`src/rtl/ram_arbiter_pkg.sv`:
```
// Shared bus widths, enable levels and ownership encoding for the data-RAM arbiter.
// Imported by the arbiter top and its wait counter.
package ram_arbiter_pkg;

  localparam int   REG_BUS_W       = 32;
  localparam int   INST_ADDR_BUS_W = 32;
  localparam logic CHIP_ENABLE     = 1'b1;
  localparam logic CHIP_DISABLE    = 1'b0;
  localparam logic WRITE_ENABLE    = 1'b1;
  localparam logic WRITE_DISABLE   = 1'b0;

  typedef enum logic {
    CPU_OWN  = 1'b0,
    HOST_OWN = 1'b1
  } owner_e;

  // Bits needed to hold 0..max_val-1 (at least one bit).
  function automatic int cnt_width(input int max_val);
    return (max_val < 2) ? 1 : $clog2(max_val);
  endfunction

endpackage

```
`src/rtl/ram_arbiter_wait_counter.sv`:
```
// Saturating counter of denied host cycles; sat flag is registered alongside the count
// and is high once the count reaches MAX-1.
module arb_wait_counter
  import ram_arbiter_pkg::*;
#(
  parameter int MAX = 4,
  parameter int W   = cnt_width(MAX)
) (
  input  logic clk,
  input  logic rst,
  input  logic inc,
  input  logic clr,
  output logic sat_flag
);

  localparam logic [W-1:0] SAT_VAL     = W'(MAX - 1);
  localparam logic         SAT_AT_ZERO = (MAX == 1);

  logic [W-1:0] cnt_r;
  logic [W-1:0] cnt_nxt_s;
  logic         sat_r;

  // Next count: clear wins, then increment until saturated.
  always_comb begin
    cnt_nxt_s = cnt_r;
    if (clr) begin
      cnt_nxt_s = {W{1'b0}};
    end else if (inc && !sat_r) begin
      cnt_nxt_s = cnt_r + W'(1);
    end else begin
      cnt_nxt_s = cnt_r;
    end
  end

  // Count and saturation flag registers.
  always_ff @(posedge clk or posedge rst) begin
    if (rst) begin
      cnt_r <= {W{1'b0}};
      sat_r <= SAT_AT_ZERO;
    end else begin
      cnt_r <= cnt_nxt_s;
      sat_r <= (cnt_nxt_s == SAT_VAL);
    end
  end

  assign sat_flag = sat_r;

endmodule

```
`src/rtl/ram_arbiter.sv`:
```
// Single-port data RAM arbiter: CPU owns the port by default, host gets one-cycle
// single-beat accesses, forced through after MAX_WAIT-1 denied cycles of a busy CPU.
module ram_arbiter
  import ram_arbiter_pkg::*;
#(
  parameter int ADDR_W   = INST_ADDR_BUS_W,
  parameter int DATA_W   = REG_BUS_W,
  parameter int SEL_W    = DATA_W / 8,
  parameter int MAX_WAIT = 4
) (
  input  logic              clk,
  input  logic              rst,
  input  logic              cpu_ce_i,
  input  logic              cpu_we_i,
  input  logic [ADDR_W-1:0] cpu_addr_i,
  input  logic [SEL_W-1:0]  cpu_sel_i,
  input  logic [DATA_W-1:0] cpu_data_i,
  output logic [DATA_W-1:0] cpu_data_o,
  output logic              cpu_stall_o,
  input  logic              host_req_i,
  input  logic              host_we_i,
  input  logic [ADDR_W-1:0] host_addr_i,
  input  logic [SEL_W-1:0]  host_sel_i,
  input  logic [DATA_W-1:0] host_data_i,
  output logic [DATA_W-1:0] host_data_o,
  output logic              host_ack_o,
  output logic              ram_ce_o,
  output logic              ram_we_o,
  output logic [ADDR_W-1:0] ram_addr_o,
  output logic [SEL_W-1:0]  ram_sel_o,
  output logic [DATA_W-1:0] ram_data_o,
  input  logic [DATA_W-1:0] ram_data_i
);

  owner_e            owner_r;
  logic              host_ack_r;
  logic [DATA_W-1:0] host_data_r;
  logic              wait_sat_s;
  logic              host_pending_s;
  logic              grant_s;
  logic              wait_inc_s;
  logic              wait_clr_s;

  // The request is ignored during the ack cycle so the CPU keeps every other cycle.
  assign host_pending_s = (owner_r == CPU_OWN) && host_req_i && !host_ack_r;
  assign grant_s        = host_pending_s && (!cpu_ce_i || wait_sat_s);
  assign wait_inc_s     = host_pending_s && !grant_s;
  assign wait_clr_s     = grant_s || (owner_r == HOST_OWN);

  arb_wait_counter #(
    .MAX (MAX_WAIT)
  ) u_wait_counter (
    .clk      (clk),
    .rst      (rst),
    .inc      (wait_inc_s),
    .clr      (wait_clr_s),
    .sat_flag (wait_sat_s)
  );

  // Ownership FSM with registered host handshake outputs.
  always_ff @(posedge clk or posedge rst) begin
    if (rst) begin
      owner_r     <= CPU_OWN;
      host_ack_r  <= 1'b0;
      host_data_r <= {DATA_W{1'b0}};
    end else begin
      case (owner_r)
        CPU_OWN: begin
          host_ack_r <= 1'b0;
          if (grant_s) begin
            owner_r <= HOST_OWN;
          end else begin
            owner_r <= CPU_OWN;
          end
        end
        HOST_OWN: begin
          owner_r    <= CPU_OWN;
          host_ack_r <= 1'b1;
          if (!host_we_i) begin
            host_data_r <= ram_data_i;
          end else begin
            host_data_r <= host_data_r;
          end
        end
        default: begin
          owner_r    <= CPU_OWN;
          host_ack_r <= 1'b0;
        end
      endcase
    end
  end

  // RAM port mux; everything is forced idle while reset is asserted.
  always_comb begin
    ram_ce_o    = CHIP_DISABLE;
    ram_we_o    = WRITE_DISABLE;
    ram_addr_o  = {ADDR_W{1'b0}};
    ram_sel_o   = {SEL_W{1'b0}};
    ram_data_o  = {DATA_W{1'b0}};
    cpu_data_o  = {DATA_W{1'b0}};
    cpu_stall_o = 1'b0;
    if (rst) begin
      ram_ce_o = CHIP_DISABLE;
    end else begin
      case (owner_r)
        HOST_OWN: begin
          ram_ce_o    = CHIP_ENABLE;
          ram_we_o    = host_we_i ? WRITE_ENABLE : WRITE_DISABLE;
          ram_addr_o  = host_addr_i;
          ram_sel_o   = host_sel_i;
          ram_data_o  = host_data_i;
          cpu_stall_o = cpu_ce_i;
        end
        CPU_OWN: begin
          ram_ce_o   = cpu_ce_i;
          ram_we_o   = cpu_we_i;
          ram_addr_o = cpu_addr_i;
          ram_sel_o  = cpu_sel_i;
          ram_data_o = cpu_data_i;
          cpu_data_o = ram_data_i;
        end
        default: begin
          ram_ce_o = CHIP_DISABLE;
        end
      endcase
    end
  end

  assign host_ack_o  = host_ack_r;
  assign host_data_o = host_data_r;

endmodule

```
`config.mk`:
```
export PLATFORM = sky130hd
export DESIGN_NAME = ram_arbiter
export DESIGN_NICKNAME = d
export VERILOG_FILES = /design/src/rtl/ram_arbiter_pkg.sv /design/src/rtl/ram_arbiter_wait_counter.sv /design/src/rtl/ram_arbiter.sv
export SDC_FILE = /design/constraint.sdc
export NUM_CORES = 1
export LEC_CHECK = 0
export ABC_AREA = 1
export BUFFER_PORTS_ARGS = -buffer_cell sky130_fd_sc_hd__buf_2
export CORE_AREA = 2 2 120 122
export CTS_CLUSTER_DIAMETER = 30
export DETAILED_ROUTE_END_ITERATION = 6
export DIE_AREA = 0 0 122 124
export RECOVER_POWER = 100
export SYNTH_ARGS = -nofsm -noshare
export SYNTH_HDL_FRONTEND = slang
export SYNTH_HIERARCHICAL = 1
export SYNTH_SLANG_ARGS = --single-unit
```
`constraint.sdc`:
```
create_clock -name clk -period 2.8 [get_ports clk]
set_input_delay 0.42 -clock clk [delete_from_list [all_inputs] [get_ports clk]]
set_output_delay 0.42 -clock clk [all_outputs]
set_load 0.02 [all_outputs]
```
=== Word level (Yosys, flattened, before mapping) ===
Cells that the tools add are included.
Widths: inputs -> output; s select.

* $add $sub $neg: 1
* Multiply operators: 0
* Divide/modulo/power cells: 0
* Magnitude comparators: 0
* Eq/ne operators: 1
* Shift operators: 0
* Multiplexer cells: 20
* Bitwise logic cells: 2
* Reductions and logical operators: 12

{| class="wikitable"
|+ Operators with widths
! operator !! count
|-
| $mux 32 || 4
|-
| $pmux 32 s2 || 2
|-
| $pmux 1 s2 || 4
|-
| $pmux 4 s2 || 1
|-
| $mux 1 || 6
|-
| $logic_and 1x1->1 || 5
|-
| $logic_not 1->1 || 4
|-
| $mux 2 || 2
|-
| $mux 4 || 1
|-
| $add 2x1->2 const B || 1
|-
| $eq 2x2->1 const B || 1
|-
| $logic_or 1x1->1 || 2
|-
| $not 1->1 || 2
|-
| $reduce_and 2->1 || 1
|}

* Register bits: 37
* Latch bits: 0
* Bits in writable memories: 0
* ROM bits: 0
* Output and inout bits: 136
* Logic and storage cells: 41
* Memories kept: 0

=== Depth between registers and ports, before layout ===
* Depth after elaboration: 10
* Gate-level depth with buffers: 8
* Mapped depth without buffers: 8

=== By module ===
The synthesis kept the hierarchy.

{| class="wikitable"
|+ By module, submodules not included
! module !! instances !! cells an instance !! area an instance (µm²) !! sequential area each (µm²)
|-
| ram_arbiter || 1 || 419 || 2,632.5 || 850.8
|-
| arb_wait_counter || 1 || 19 || 140.1 || 75.1
|}

=== Worst setup path before layout ===
No wires, ideal clock.

* Path kind: input to output
* Start: in rst
* End: out ram_addr_o[22]
* Data arrival time: 1.392 ns
* Required time: 2.380 ns
* Slack: 0.988 ns
* Stages on the path: 4
* Buffers on the path: 1
* Path through: inv_2 -> buf_2 -> nand3_1 -> nand2_1

* Cells in the longest elaborated chain, start to end: 1

{| class="wikitable"
|+ RTL lines
! what !! RTL line !! RTL
|-
| start: declaration || ram_arbiter.sv:12 || <nowiki>input logic rst,</nowiki>
|-
| $mux 32 || ram_arbiter.sv:102 || <nowiki>if (rst) begin</nowiki>
|-
| end: declaration || ram_arbiter.sv:29 || <nowiki>output logic [ADDR_W-1:0] ram_addr_o,</nowiki>
|}

Every way passes these cells.

=== Worst setup path after layout ===
* Start: reg owner_r
* End: out ram_addr_o[2]

* Cells in the longest elaborated chain, start to end: 3

{| class="wikitable"
|+ RTL lines
! what !! RTL line !! RTL
|-
| start: declaration || ram_arbiter.sv:35 || <nowiki>owner_e owner_r;</nowiki>
|-
| start signal: assignment || ram_arbiter.sv:63 || <nowiki>owner_r <= CPU_OWN;</nowiki>
|-
| start signal: assignment || ram_arbiter.sv:71 || <nowiki>owner_r <= HOST_OWN;</nowiki>
|-
| start signal: assignment || ram_arbiter.sv:73 || <nowiki>owner_r <= CPU_OWN;</nowiki>
|-
| $not 1->1 || -- ||
|-
| $pmux 32 s2 * || ram_arbiter.sv:105 || <nowiki>case (owner_r)</nowiki>
|-
| $mux 32 * || ram_arbiter.sv:102 ||
|}

Every way passes the cells marked *; elsewhere a longest branch is shown, timed or not.

==> impl_metrics.toml <==
[power_and_ir_drop]
powerDensity_nw_per_um2 = 522
ir_drop_v = 0.000261
leakagePower_uw = 0.00249

[logic_synthesis]
syn_avg_cell_area_sq_um = 6.33
synth-seq-cells = 37
ys_types = 15
syn_inst = 438
ys_warn_count = 6
ys_seq_area_share_pct = 33.4
syn_nets = 612
synthesis.area_sq_um = 2770

[clocking]
cts_root_buffer = "clkbuf_16"
cts_buffer_depth = 2
hold_buffers = 0
cts_resized = 0
path_clk_slew_ns = 0.05
insertion_delay_ns = 0.27
numCtsBuffers = 5
post_cts_buffers = 0
h-tree-depth = 2
cts_sinks = 37
cts_tree = "built"

[sta]
finalSetupViolCount = 0
tightestPinTransition_ns = 0.869
grt_setup_unrepaired = "no"
finalCritPeriodShare_pct = 90.1
slew_viol_final = 0
maxSlewHeadroom_pct = 42.1
fin_skew_ns = 0.00383
max_freq_mhz = 396
hold_viol_final = 0
hold-worst-slack_ns = 0.140
tns_ns = 0
postLayoutSetupSlackWorst_ns = 0.278
fin_crit_ns = 2.52

[finish]
layout_common_cells = "buf_2, nand2_1, clkbuf_1"
final_common_cell = "buf_2"
syn_to_final_growth_pct = 55.2
nets = 902
diodes = 0
fin_util_pct = 31.4
drive_gt1_share_pct = 27.3

[placement]
post-place-ws_ns = 0.581
port_buffers = 309
dp_hpwl_um = 8900
gp_congestion = 0.744

[setup_path]
r2r_start = "owner_r$_DFF_PP0_"
cp.arrival_ns = 2.10
worstSetupPathType = "register to output port"
reg2reg_depth = 4
end_kind = "output port"
endpoint = "ram_addr_o[2]"
path_max_fanout = 35
required_ns = 2.38
start_kind = "register"
crit_start = "owner_r$_DFF_PP0_"
reg2reg_setup_slack_ns = 0.59
regToRegEndpoint = "host_data_o[6]$_DFFE_PP0P_"

[die]
coreArea_sq_um = 13700
dieArea_sq_um = 15100
die_w_um = 122
dieHeight_um = 124
start_util_pct = 20.2
rows = 43
io_pins = 310

[detailed_routing]
routed_wl_um = 11200
vias = 3676
vias_per_cell = 4.04
firstDrtPassIters = 4
drt_iter0_markers = 149
wl_per_cell_um = 12.3
detail-route-antenna-nets = 0
post-route-drc-count = 0

[job]
drv_cap = 0

[global_routing]
grt_pass1_wl_um = 15200
overflow = 0
track_usage_pct = 12.6
grt_pass1_vias = 3028
grt_max_degree = 74
antenna_found_initial = 0

[min_path]
holdCritPathClass = "input port to async pin"

[outcome]
status = "complete, no violations"
report_power, final:
part | switching, uW | internal (uW) | total [uW]
Clock | 218 | 444 | 662
Sequential | 59.5 | 648 | 707
Combinational | 608 | 268 | 877
cell usage after synthesis, drive strengths merged:
library cell | instances | area [sq um]
buf | 31 | 218
clkbuf | 1 | 5.00
dfrtp | 37 | 926
inv | 46 | 173
nand2 | 176 | 663
nand3 | 71 | 355
nand4 | 1 | 6.26
nor2 | 41 | 170
o21ai | 34 | 256
state kept, by name, summed over array words and instances (netlist names):
register / flops
host_ack_o: 1
host_data_o: 32
owner_r: 1
u_wait_counter/cnt_r: 2
u_wait_counter/sat_flag: 1
per-stage QoR:
stage          area [sq um]  power (uW)  cells
3_5_place_dp           4390        1710    901
4_1_cts                4570        2380    909
6_report               4300        2250    909
3_3_place_gp           4390        1700    901
2_1_floorplan          2770        1310    438
5_1_grt                4300        2390    909
worst min-delay path by stage:
stage               startpoint  cells past startpoint                           endpoint
floorplan                  rst                      1  u_wait_counter/cnt_r[0]$_DFF_PP0_
global placement           rst                      2  u_wait_counter/sat_flag$_DFF_PP0_
detailed placement         rst                      2  u_wait_counter/sat_flag$_DFF_PP0_
CTS                        rst                      2  u_wait_counter/sat_flag$_DFF_PP0_
global route               rst                      2  u_wait_counter/sat_flag$_DFF_PP0_
finish                     rst                      2  u_wait_counter/cnt_r[0]$_DFF_PP0_
cell type report:
class	instances	area, sq um
well taps	180	225
repair buffers	315	1440
flip-flops and latches	37	926
clock buffers	6	139
clock inverters	2	37.5
fillers	1639	9420
multi-input cells	323	1360
inverters	46	174
logic make-up (layout without fill, tap and decap cells):
kind of cell | count (synthesis) | count (layout) | synth area share [%]
compound gates | 34 | 34 | 9.25
buf+inv | 78 | 369 | 14.3
flops | 37 | 37 | 33.4
simple gates | 289 | 289 | 43.1
per-layer routing:
metal  wire length, um  global-route usage [%]
met1              4580                    16.3
met2              5730                    21.8
met3               849                    2.61
met4                63                    2.51
met5                 0                       0
worst max-delay path, cell delays in order, from the launching register on:
cell	delay (ns)
dfrtp_1	0.46
nor2_8	0.46
clkbuf_2	0.48
nand2_1	0.09
nand2_1	0.08
clkbuf_1	0.25
No activity file was read; power rests on OpenSTA's default activity.
